[src/rtl/uart_tx_arbiter.sv]
// Round-robin arbiter sharing one UART transmitter between two byte requesters; optional packet lock via UART_TX_ARB_LOCK_EN.
// One-entry output register: byte accepted at edge n is on tx_data after edge n; requesters stall while the register is full and tx_ready is low.
module uart_tx_arbiter #(
  parameter int WIDTH = 8
) (
  input  logic             clk,
  input  logic             reset,
  input  logic             req0_valid,
  input  logic [WIDTH-1:0] req0_data,
  input  logic             req0_last,
  output logic             req0_ready,
  input  logic             req1_valid,
  input  logic [WIDTH-1:0] req1_data,
  input  logic             req1_last,
  output logic             req1_ready,
  output logic             tx_valid,
  output logic [WIDTH-1:0] tx_data,
  input  logic             tx_ready,
  output logic [1:0]       src
);

  typedef enum logic [1:0] {IDLE, HOLD0, HOLD1} state_t;

  state_t state, state_next;
  logic   prio;
  logic   room, cand0, cand1, win0, win1, acc0, acc1;

  always_comb begin
    room  = ~tx_valid | tx_ready;
    cand0 = req0_valid & (state != HOLD1);
    cand1 = req1_valid & (state != HOLD0);
    // A lone candidate wins outright; a tie goes to the priority pointer.
    win0  = cand0 & (~cand1 | ~prio);
    win1  = cand1 & (~cand0 |  prio);
    req0_ready = room & win0 & ~reset;
    req1_ready = room & win1 & ~reset;
    acc0  = req0_valid & req0_ready;
    acc1  = req1_valid & req1_ready;
  end

  always_ff @(posedge clk) begin
    if (reset) state <= IDLE;
    else       state <= state_next;
  end

`ifdef UART_TX_ARB_LOCK_EN
  always_comb begin
    state_next = state;
    case (state)
      IDLE: begin
        if (acc0 && !req0_last)      state_next = HOLD0;
        else if (acc1 && !req1_last) state_next = HOLD1;
      end
      HOLD0:   if (acc0 && req0_last) state_next = IDLE;
      HOLD1:   if (acc1 && req1_last) state_next = IDLE;
      default: state_next = IDLE;
    endcase
  end
`else
  logic unused_last;
  assign unused_last = req0_last ^ req1_last;

  always_comb begin
    state_next = IDLE;
  end
`endif

  always_ff @(posedge clk) begin
    if (reset) begin
      tx_valid <= 1'b0;
      tx_data  <= '0;
      src      <= 2'b00;
      prio     <= 1'b0;
    end else if (acc0) begin
      tx_valid <= 1'b1;
      tx_data  <= req0_data;
      src      <= 2'b01;
      prio     <= 1'b1;
    end else if (acc1) begin
      tx_valid <= 1'b1;
      tx_data  <= req1_data;
      src      <= 2'b10;
      prio     <= 1'b0;
    end else if (tx_valid && tx_ready) begin
      // tx_data is left as-is once drained
      tx_valid <= 1'b0;
      src      <= 2'b00;
    end
  end

endmodule

[config.mk]
export PLATFORM = sky130hd
export DESIGN_NAME = uart_tx_arbiter
export DESIGN_NICKNAME = d
export VERILOG_FILES = /design/src/rtl/uart_tx_arbiter.sv
export SDC_FILE = /design/constraint.sdc
export NUM_CORES = 1
export LEC_CHECK = 0
export CAP_MARGIN = 20
export CORE_UTILIZATION = 35
export DETAILED_ROUTE_END_ITERATION = 8
export GPL_TIMING_DRIVEN = 0
export PLACE_DENSITY = 0.74
export SKIP_CTS_REPAIR_TIMING = 1
export SLEW_MARGIN = 5
export SYNTH_ARGS = -nofsm -noshare
export SYNTH_HDL_FRONTEND = slang
export SYNTH_SLANG_ARGS = --single-unit
[constraint.sdc]
create_clock -name clk -period 1.17 [get_ports clk]
set_clock_uncertainty 0.15 [all_clocks]
set_input_delay 0.1755 -clock clk [delete_from_list [all_inputs] [get_ports clk]]
set_output_delay 0.1755 -clock clk [all_outputs]
set_load 0.01 [all_outputs]
# Word-level counts from Yosys, hierarchy flattened
# Index checks and enable logic that the tools add are counted.
dict set report word_totals {
  register_bits 12
  latch_bits 0
  ram_bits 0
  mem_bits_ro 0
  inputBits 23
  out_inout_bits 13
  word_cells 36
  memories 0
}
dict set report classes {
  addsub 0
  multipliers 0
  div 0
  magnitude_cmp 0
  n_eq_ne 0
  shifts 0
  muxes 10
  n_bitwise 16
  reduce_logical 5
}
# op n
set ops {}
lappend ops {{$mux W8} 2}
lappend ops {{$and A1 B1 Y1} 8}
lappend ops {{$mux W1} 6}
lappend ops {{$not A1 Y1} 5}
lappend ops {{$mux W2} 2}
lappend ops {{$reduce_bool A2 Y1} 2}
lappend ops {{$or A1 B1 Y1} 3}
lappend ops {{$reduce_bool A3 Y1} 1}
lappend ops {{$reduce_or A2 Y1} 1}
lappend ops {{$logic_and A1 B1 Y1} 1}

# Longest topological paths before layout
# Gate-level depths: netlist (run 1).
dict set report logic_depth {
  depth_word 8
  mapped_depth 5
  depth_no_buf 3
}

# Least setup slack after synthesis (run 1)
# Ideal clock, no wire load.
dict set report synth_path {
  path_type {reg-to-reg}
  start {register tx_valid}
  end {register tx_data[2]}
  setup_ns 0.088
  arrival_ns 1.099
  required_time_ns 0.932
  slack_ns -0.167
  stages_incl_launch_ff 6
  synth_period_minus_slack_ns 1.337
  cell_sequence {dfxtp_1 -> nand2b_1 -> buf_4 -> and3_4 -> buf_6 -> a311oi_2}
}
dict set report synth_between {
  elab_chain_cells 6
}
# element line
set synth_lines {}
lappend synth_lines {{start: declaration} 16} ;# output logic tx_valid,
lappend synth_lines {{start signal: assignment} 70} ;# tx_valid <= 1'b0;
lappend synth_lines {{start signal: assignment} 75} ;# tx_valid <= 1'b1;
lappend synth_lines {{start signal: assignment} 80} ;# tx_valid <= 1'b1;
lappend synth_lines {{$not A1 Y1 (*)} 29} ;# room = ~tx_valid | tx_ready;
lappend synth_lines {{$or A1 B1 Y1 (*)} 29}
lappend synth_lines {{$and A1 B1 Y1, on equally long branches (2 in a row)} {35, 36}}
lappend synth_lines {{$and A1 B1 Y1, on equally long branches} {37, 38}}
lappend synth_lines {{$mux W8 / $reduce_bool A2 Y1 (equally long branches)} n/a}
lappend synth_lines {{end signal: assignment} 76} ;# tx_data <= req0_data;
lappend synth_lines {{end signal: assignment} 81} ;# tx_data <= req1_data;
lappend synth_lines {{end: declaration} 17} ;# output logic [WIDTH-1:0] tx_data,
# Every way passes the cells marked *; elsewhere a longest branch is shown, timed or not.
# A chain may end at the register's enable or synchronous reset.

# Worst setup path after layout (run 1)
dict set report layout_path {
  start {input reset}
  end {output req0_ready}
}
dict set report layout_between {
  elab_chain_cells 2
}
# element line
set layout_lines {}
lappend layout_lines {{start: declaration} 7} ;# input logic reset,
lappend layout_lines {{$not A1 Y1} 35} ;# req0_ready = room & win0 & ~reset;
lappend layout_lines {{$and A1 B1 Y1} 35}
lappend layout_lines {{end: declaration} 11} ;# output logic req0_ready,
# No other way between the ends.

==> flow_summary_export.csv, run 1 <==
group,metric,value,unit
pwr,p_int,801.6,uW
clocking,cts_tree,"done",
floorplanning,rows,15,
floorplanning,dieWidth,47.18,um
placed_design,place.gp.congestion,0.7496,
logic_synthesis,syn_area,714.4,um2
floorplanning,core_area,1821,um2
logic_synthesis,ys_seq_elements,12,
finish,n_antenna_cell,0,
floorplanning,io_pins,36,
pwr,ir_worst_vdd,0.0005420,V
setup_path,startpoint_type,"input port",
worst_hold_path,min-delay-start,"tx_ready",
placed_design,post-place-cells,129,
worst_hold_path,hold_class,"input port to flop",
logic_synthesis,yosys.area_share.simple,0.1541,
logic_synthesis,synth_xor_area_frac,0,
timing,period_needed,1622,ps
drt,drtAntennaViolNets,0,
timing,finalCritPeriodShare,1.386,
global_routing,grt_overflow,0,
drt,via_count,806,
clocking,cts_buffer_depth,2,
timing,tightestPinTransition,413.9,ps
floorplanning,start_util,0.3924,
setup_path,crit_start,"reset",
finish,final_cells,138,
logic_synthesis,synth_seq_area_share,0.3363,
setup_path,cp_max_fo,10,
finish,layout_common_cells,"clkdlybuf4s50_1 (17), dlymetal6s2s_1 (14), dfxtp_1 (10)",
setup_path,cp-end-kind,"primary output",
clocking,clk_latency,280,ps
finish,area_growth_syn_to_layout,87.04,%
drt,wire_per_inst,17.13,um
clocking,cts_htree_levels,1,
timing,maxSlewViolCount,0,
logic_synthesis,synth_edf_count,0,
clocking,clkTransAtPathRegs,80,ps
finish,fillCellCount,149,
setup_path,crit_required,840,ps
logic_synthesis,yosys.area_share.adder,0,
logic_synthesis,synth_mux_area_frac,0,
timing,hold_viol,0,
floorplanning,fp.dieArea,2226,um2
setup_path,reg2reg_from,"prio",
finish,finalInstanceArea,1336,um2
logic_synthesis,syn_inst,71,
pwr,p_leak,0.6428,nW
logic_synthesis,syn_area_per_cell,10.06,um2
timing,rsz0062_at_grt,"true",
global_routing,antenna_found_initial,0,
clocking,cts_buffers,3,
run_status,status,"finished with violations",
pwr,seq_power_share,0.394,
setup_path,path_class,"input port to primary output",
logic_synthesis,synth-compound-area-share,0.3993,
pwr,p_per_area,880.1,nW/um2
timing,tns,-3914,ps
logic_synthesis,yosysWarningCount,0,
logic_synthesis,syn_nets,94,
finish,regArea,242.7,um2
finish,multi_input_area,518.0,um2
finish,nNetsFinal,138,
pwr,power,1.176,mW
finish,final_common_cell,"clkdlybuf4s50_1",
drt,viasPerCell,5.841,
clocking,root_buffer,"clkbuf_4",
timing,layout_setup_ws,-452.0,ps
logic_synthesis,synth_top_area_share,0.3363,
logic_synthesis,synth_top_family_by_area,"compound AO/OA/AOI/OAI gates",
global_routing,grt_pass1_vias,736,
drt,drtIter0Drc,17,
flow_run,drv_cap,0,
placed_design,port_buffers,33,
pwr,power_frac_clock,0.227,
logic_synthesis,synth-async-reset-ratio,0,
placed_design,dpl_cell_area,1160,um2
drt,drcViolationCount,0,
pwr,p_sw_frac,0.3184,
run_status,violations,"setup timing",
logic_synthesis,synth_cell_types,21,
global_routing,grt_pass1_wl,3298,um
pwr,combPwrFrac,0.379,
global_routing,grt_start_max_net_pins,11,
timing,max_slew_margin,0.7224,
timing,max_freq,616.5,MHz
global_routing,grt_usage,0.2181,
drt,drt_first_pass_iters,4,
setup_path,cp.arrival,1300,ps
drt,wirelength,2364,um
placed_design,dpl.hpwl,1564,um
clocking,cts_sinks,12,
floorplanning,die_y,47.18,um
pwr,power_switching,374.4,uW
timing,setup_viol,13,
logic_synthesis,synth.area.top_cells,"dfxtp_1 (34%), a311oi_2 (17%), o31ai_1 (8.4%)",
logic_synthesis,ys.flop_type,"dfxtp_1",
logic_synthesis,netlist.top_cell.by_area,"dfxtp_1",
finish,drive_gt1_frac,0.3894,
[cells by family after synthesis]
group,Yosys count
buf+inv,11
flops,12
simple gates,17
compound gates,31
[power groups by stage]
stage / registers [mW] / clock network [mW] / logic [mW]
after CTS: 0.463 / 0.272 / 0.399
after global routing: 0.468 / 0.301 / 0.471
after global placement: 0.471 / 0 / 0.394
after detailed placement: 0.473 / 0 / 0.398
final: 0.463 / 0.267 / 0.446
after floorplan: 0.485 / 0 / 0.206
[synthesized netlist by cell type, types with 2 or more instances]
master / number
nand4_1: 9
a31oi_1: 9
a311oi_2: 8
buf_6: 3
nand2_1: 2
o31ai_1: 8
buf_2: 3
inv_1: 2
buf_4: 3
nand2b_1: 2
dfxtp_1: 12
[per-layer routing]
layer	vias up	routed length, um	GRT usage
li1	382	-	-
met1	391	1007	0.2138
met2	28	1219	0.4222
met3	5	103	0.05385
met4	0	33	0.1029
met5	-	0	0
[stage by stage]
stage,setup slack [ps],util,hold WS (ps)
after detailed placement,-1001,0.6371,318.8
final,-452.0,0.7340,146.2
after CTS,-1009,0.6495,336.2
after global placement,-1015,0.6371,312.1
after floorplan,-106.9,-,189.7
after global routing,-489.5,0.7340,173.0
[state kept, by name, indices dropped and copies added, names as in the netlist]
| signal | flops |
|---|---|
| tx_valid | 1 |
| prio | 1 |
| src | 2 |
| tx_data | 8 |
[critical path: stages]
cell	delay, ps
clkdlybuf4s50_1	460
buf_4	250
nor3_4	240
buf_2	160
[final cells by class]
cell class | count | area share
plain buffers | 9 | 0.07865
clock buffers | 3 | 0.01685
inverters | 2 | 0.007491
multi-input cells | 48 | 0.3876
flip-flops and latches | 12 | 0.1816
well taps | 25 | 0.02341
repair buffers | 39 | 0.3043
[path summary, 6_finish.rpt]
check                           depth (start not counted)    endpoint  slack, ps
worst max-delay path                                    4  req0_ready       -450
worst min-delay path                                    4      src[1]        150
worst max register to register                          5  tx_data[2]       -280
worst min register to register                          2      src[1]        320
No activity file was read; power rests on OpenSTA's default activity.
==> run 2: changes to the inputs <==
--- a/config.mk
+++ b/config.mk
@@ -9,6 +9,7 @@
 export CORE_UTILIZATION = 35
 export DETAILED_ROUTE_END_ITERATION = 8
 export GPL_TIMING_DRIVEN = 0
+export MAX_ROUTING_LAYER = met4
 export PLACE_DENSITY = 0.74
 export SKIP_CTS_REPAIR_TIMING = 1
 export SLEW_MARGIN = 5
==> flow_summary_export.csv, run 2 (synthesis gave the netlist of run 1 again) <==
group,metric,value,unit
global_routing,grt_overflow,0,
placed_design,place.gp.congestion,0.7592,
setup_path,startpoint_type,"input port",
pwr,seq_power_share,0.395,
clocking,root_buffer,"clkbuf_4",
finish,area_growth_syn_to_layout,85.81,%
drt,wirelength,2337,um
drt,drt_first_pass_iters,4,
setup_path,cp-end-kind,"primary output",
clocking,clkTransAtPathRegs,80,ps
drt,viasPerCell,5.935,
global_routing,grt_pass1_wl,3284,um
finish,final_common_cell,"clkdlybuf4s50_1",
clocking,cts_htree_levels,1,
timing,hold_viol,0,
run_status,status,"finished with violations",
placed_design,dpl.hpwl,1564,um
placed_design,post-place-cells,129,
drt,drcViolationCount,0,
placed_design,dpl_cell_area,1160,um2
placed_design,preCtsSetupSlack,-1001,ps
timing,setup_viol,13,
finish,reg.largest.list,"tx_data x8, src x2",
finish,top_register,"tx_data",
timing,max_freq,618.0,MHz
drt,via_count,819,
global_routing,grt_start_max_net_pins,11,
finish,final_cells,138,
floorplanning,fp.dieArea,2226,um2
clocking,cts_buffer_depth,2,
drt,drtAntennaViolNets,0,
floorplanning,start_util,0.3924,
finish,drive_gt1_frac,0.3894,
setup_path,crit_required,840,ps
run_status,violations,"setup timing",
clocking,cts_buffers,3,
finish,nNetsFinal,138,
finish,layout_common_cells,"clkdlybuf4s50_1 (17), dlymetal6s2s_1 (14), dfxtp_1 (10)",
worst_hold_path,min-delay-start,"tx_ready",
setup_path,crit_path_max_incr_delay,470,ps
setup_path,cp.arrival,1290,ps
clocking,cts_sinks,12,
setup_path,crit_start,"reset",
floorplanning,dieWidth,47.18,um
timing,period_needed,1618,ps
timing,rsz0062_at_grt,"true",
setup_path,reg2reg_from,"prio",
floorplanning,io_pins,36,
pwr,power_frac_clock,0.228,
global_routing,grt_usage,0.2228,
pwr,p_per_area,881.9,nW/um2
placed_design,port_buffers,33,
finish,finalInstanceArea,1328,um2
finish,fin_util,0.7292,
timing,max_slew_margin,0.7271,
pwr,p_leak,0.6417,nW
global_routing,antenna_found_initial,0,
pwr,power,1.171,mW
timing,finalCritPeriodShare,1.383,
finish,n_antenna_cell,0,
setup_path,r2r.worst_path.cells,5,
worst_hold_path,min_to,"src[1]",
timing,layout_setup_ws,-448.3,ps
flow_run,drv_cap,0,
setup_path,crit_chain,"clkdlybuf4s50_1 > buf_4 > nor3_4 > buf_2",
setup_path,cp_slowest_cell,"clkdlybuf4s50_1",
worst_hold_path,min_path_cells,4,
floorplanning,rows,15,
finish,largest_register_ffs,8,
drt,wire_per_inst,16.93,um
clocking,clk_latency,280,ps
timing,whs,148.7,ps
drt,drtIter0Drc,10,
timing,tightestPinTransition,407.0,ps
setup_path,path_class,"input port to primary output",
clocking,cts_tree,"done",
pwr,ir_worst_vdd,0.0005725,V
timing,tns,-3908,ps
pwr,power_switching,370.7,uW
setup_path,reg2reg_slack,-290,ps
worst_hold_path,hold_class,"input port to flop",
pwr,p_sw_frac,0.3166,
floorplanning,die_y,47.18,um
pwr,p_int,800.1,uW
setup_path,regToRegEndpoint,"tx_data[3]",
timing,maxSlewViolCount,0,
finish,fillCellCount,150,
pwr,combPwrFrac,0.377,
floorplanning,core_area,1821,um2
setup_path,cp_max_fo,10,
global_routing,grt_pass1_vias,739,
[run 2: cell count changes in the layout (fill, tap and decap cells not counted)]
cell and change:
o31ai_2 +1, o31ai_4 -1
[run 2: routing by layer]
| metal | track usage | share of wire |
|---|---|---|
| met2 | 0.4222 | 0.53 |
| met4 | 0.1029 | 0.015 |
| met1 | 0.2138 | 0.41 |
| met5 | - | 0 |
| met3 | 0.04231 | 0.050 |
[run 2: final cells by class]
type	count	area, um2	area share
multi-input cells	48	509.2	0.3836
repair buffers	39	406.6	0.3063
flip-flops and latches	12	242.7	0.1828
plain buffers	9	105.1	0.07917
well taps	25	31.28	0.02356
clock buffers	3	22.52	0.01697
inverters	2	10.01	0.007540
[run 2: worst max-delay path by stage]
| stage | end | slack (ps) | cells after the start |
|---|---|---|---|
| detailed placement | req0_ready | -1000 | 5 |
| finish | req0_ready | -450 | 4 |
| global route | req0_ready | -480 | 4 |
| CTS | req1_ready | -1010 | 7 |
| global placement | req1_ready | -1010 | 7 |
| floorplan | tx_data[2] | -110 | 5 |
[run 2: critical path, delay by kind of cell]
family        cells  cell delay, ps
buf+inv           3             880
simple gates      1             240
[run 2: power by group through the flow]
| stage | Combinational (mW) | Clock [mW] | Sequential (mW) |
|---|---|---|---|
| 6_report | 0.442 | 0.266 | 0.463 |
| 3_5_place_dp | 0.398 | 0 | 0.473 |
| 5_1_grt | 0.466 | 0.296 | 0.468 |
| 4_1_cts | 0.399 | 0.272 | 0.463 |
| 2_1_floorplan | 0.206 | 0 | 0.485 |
| 3_3_place_gp | 0.394 | 0 | 0.471 |
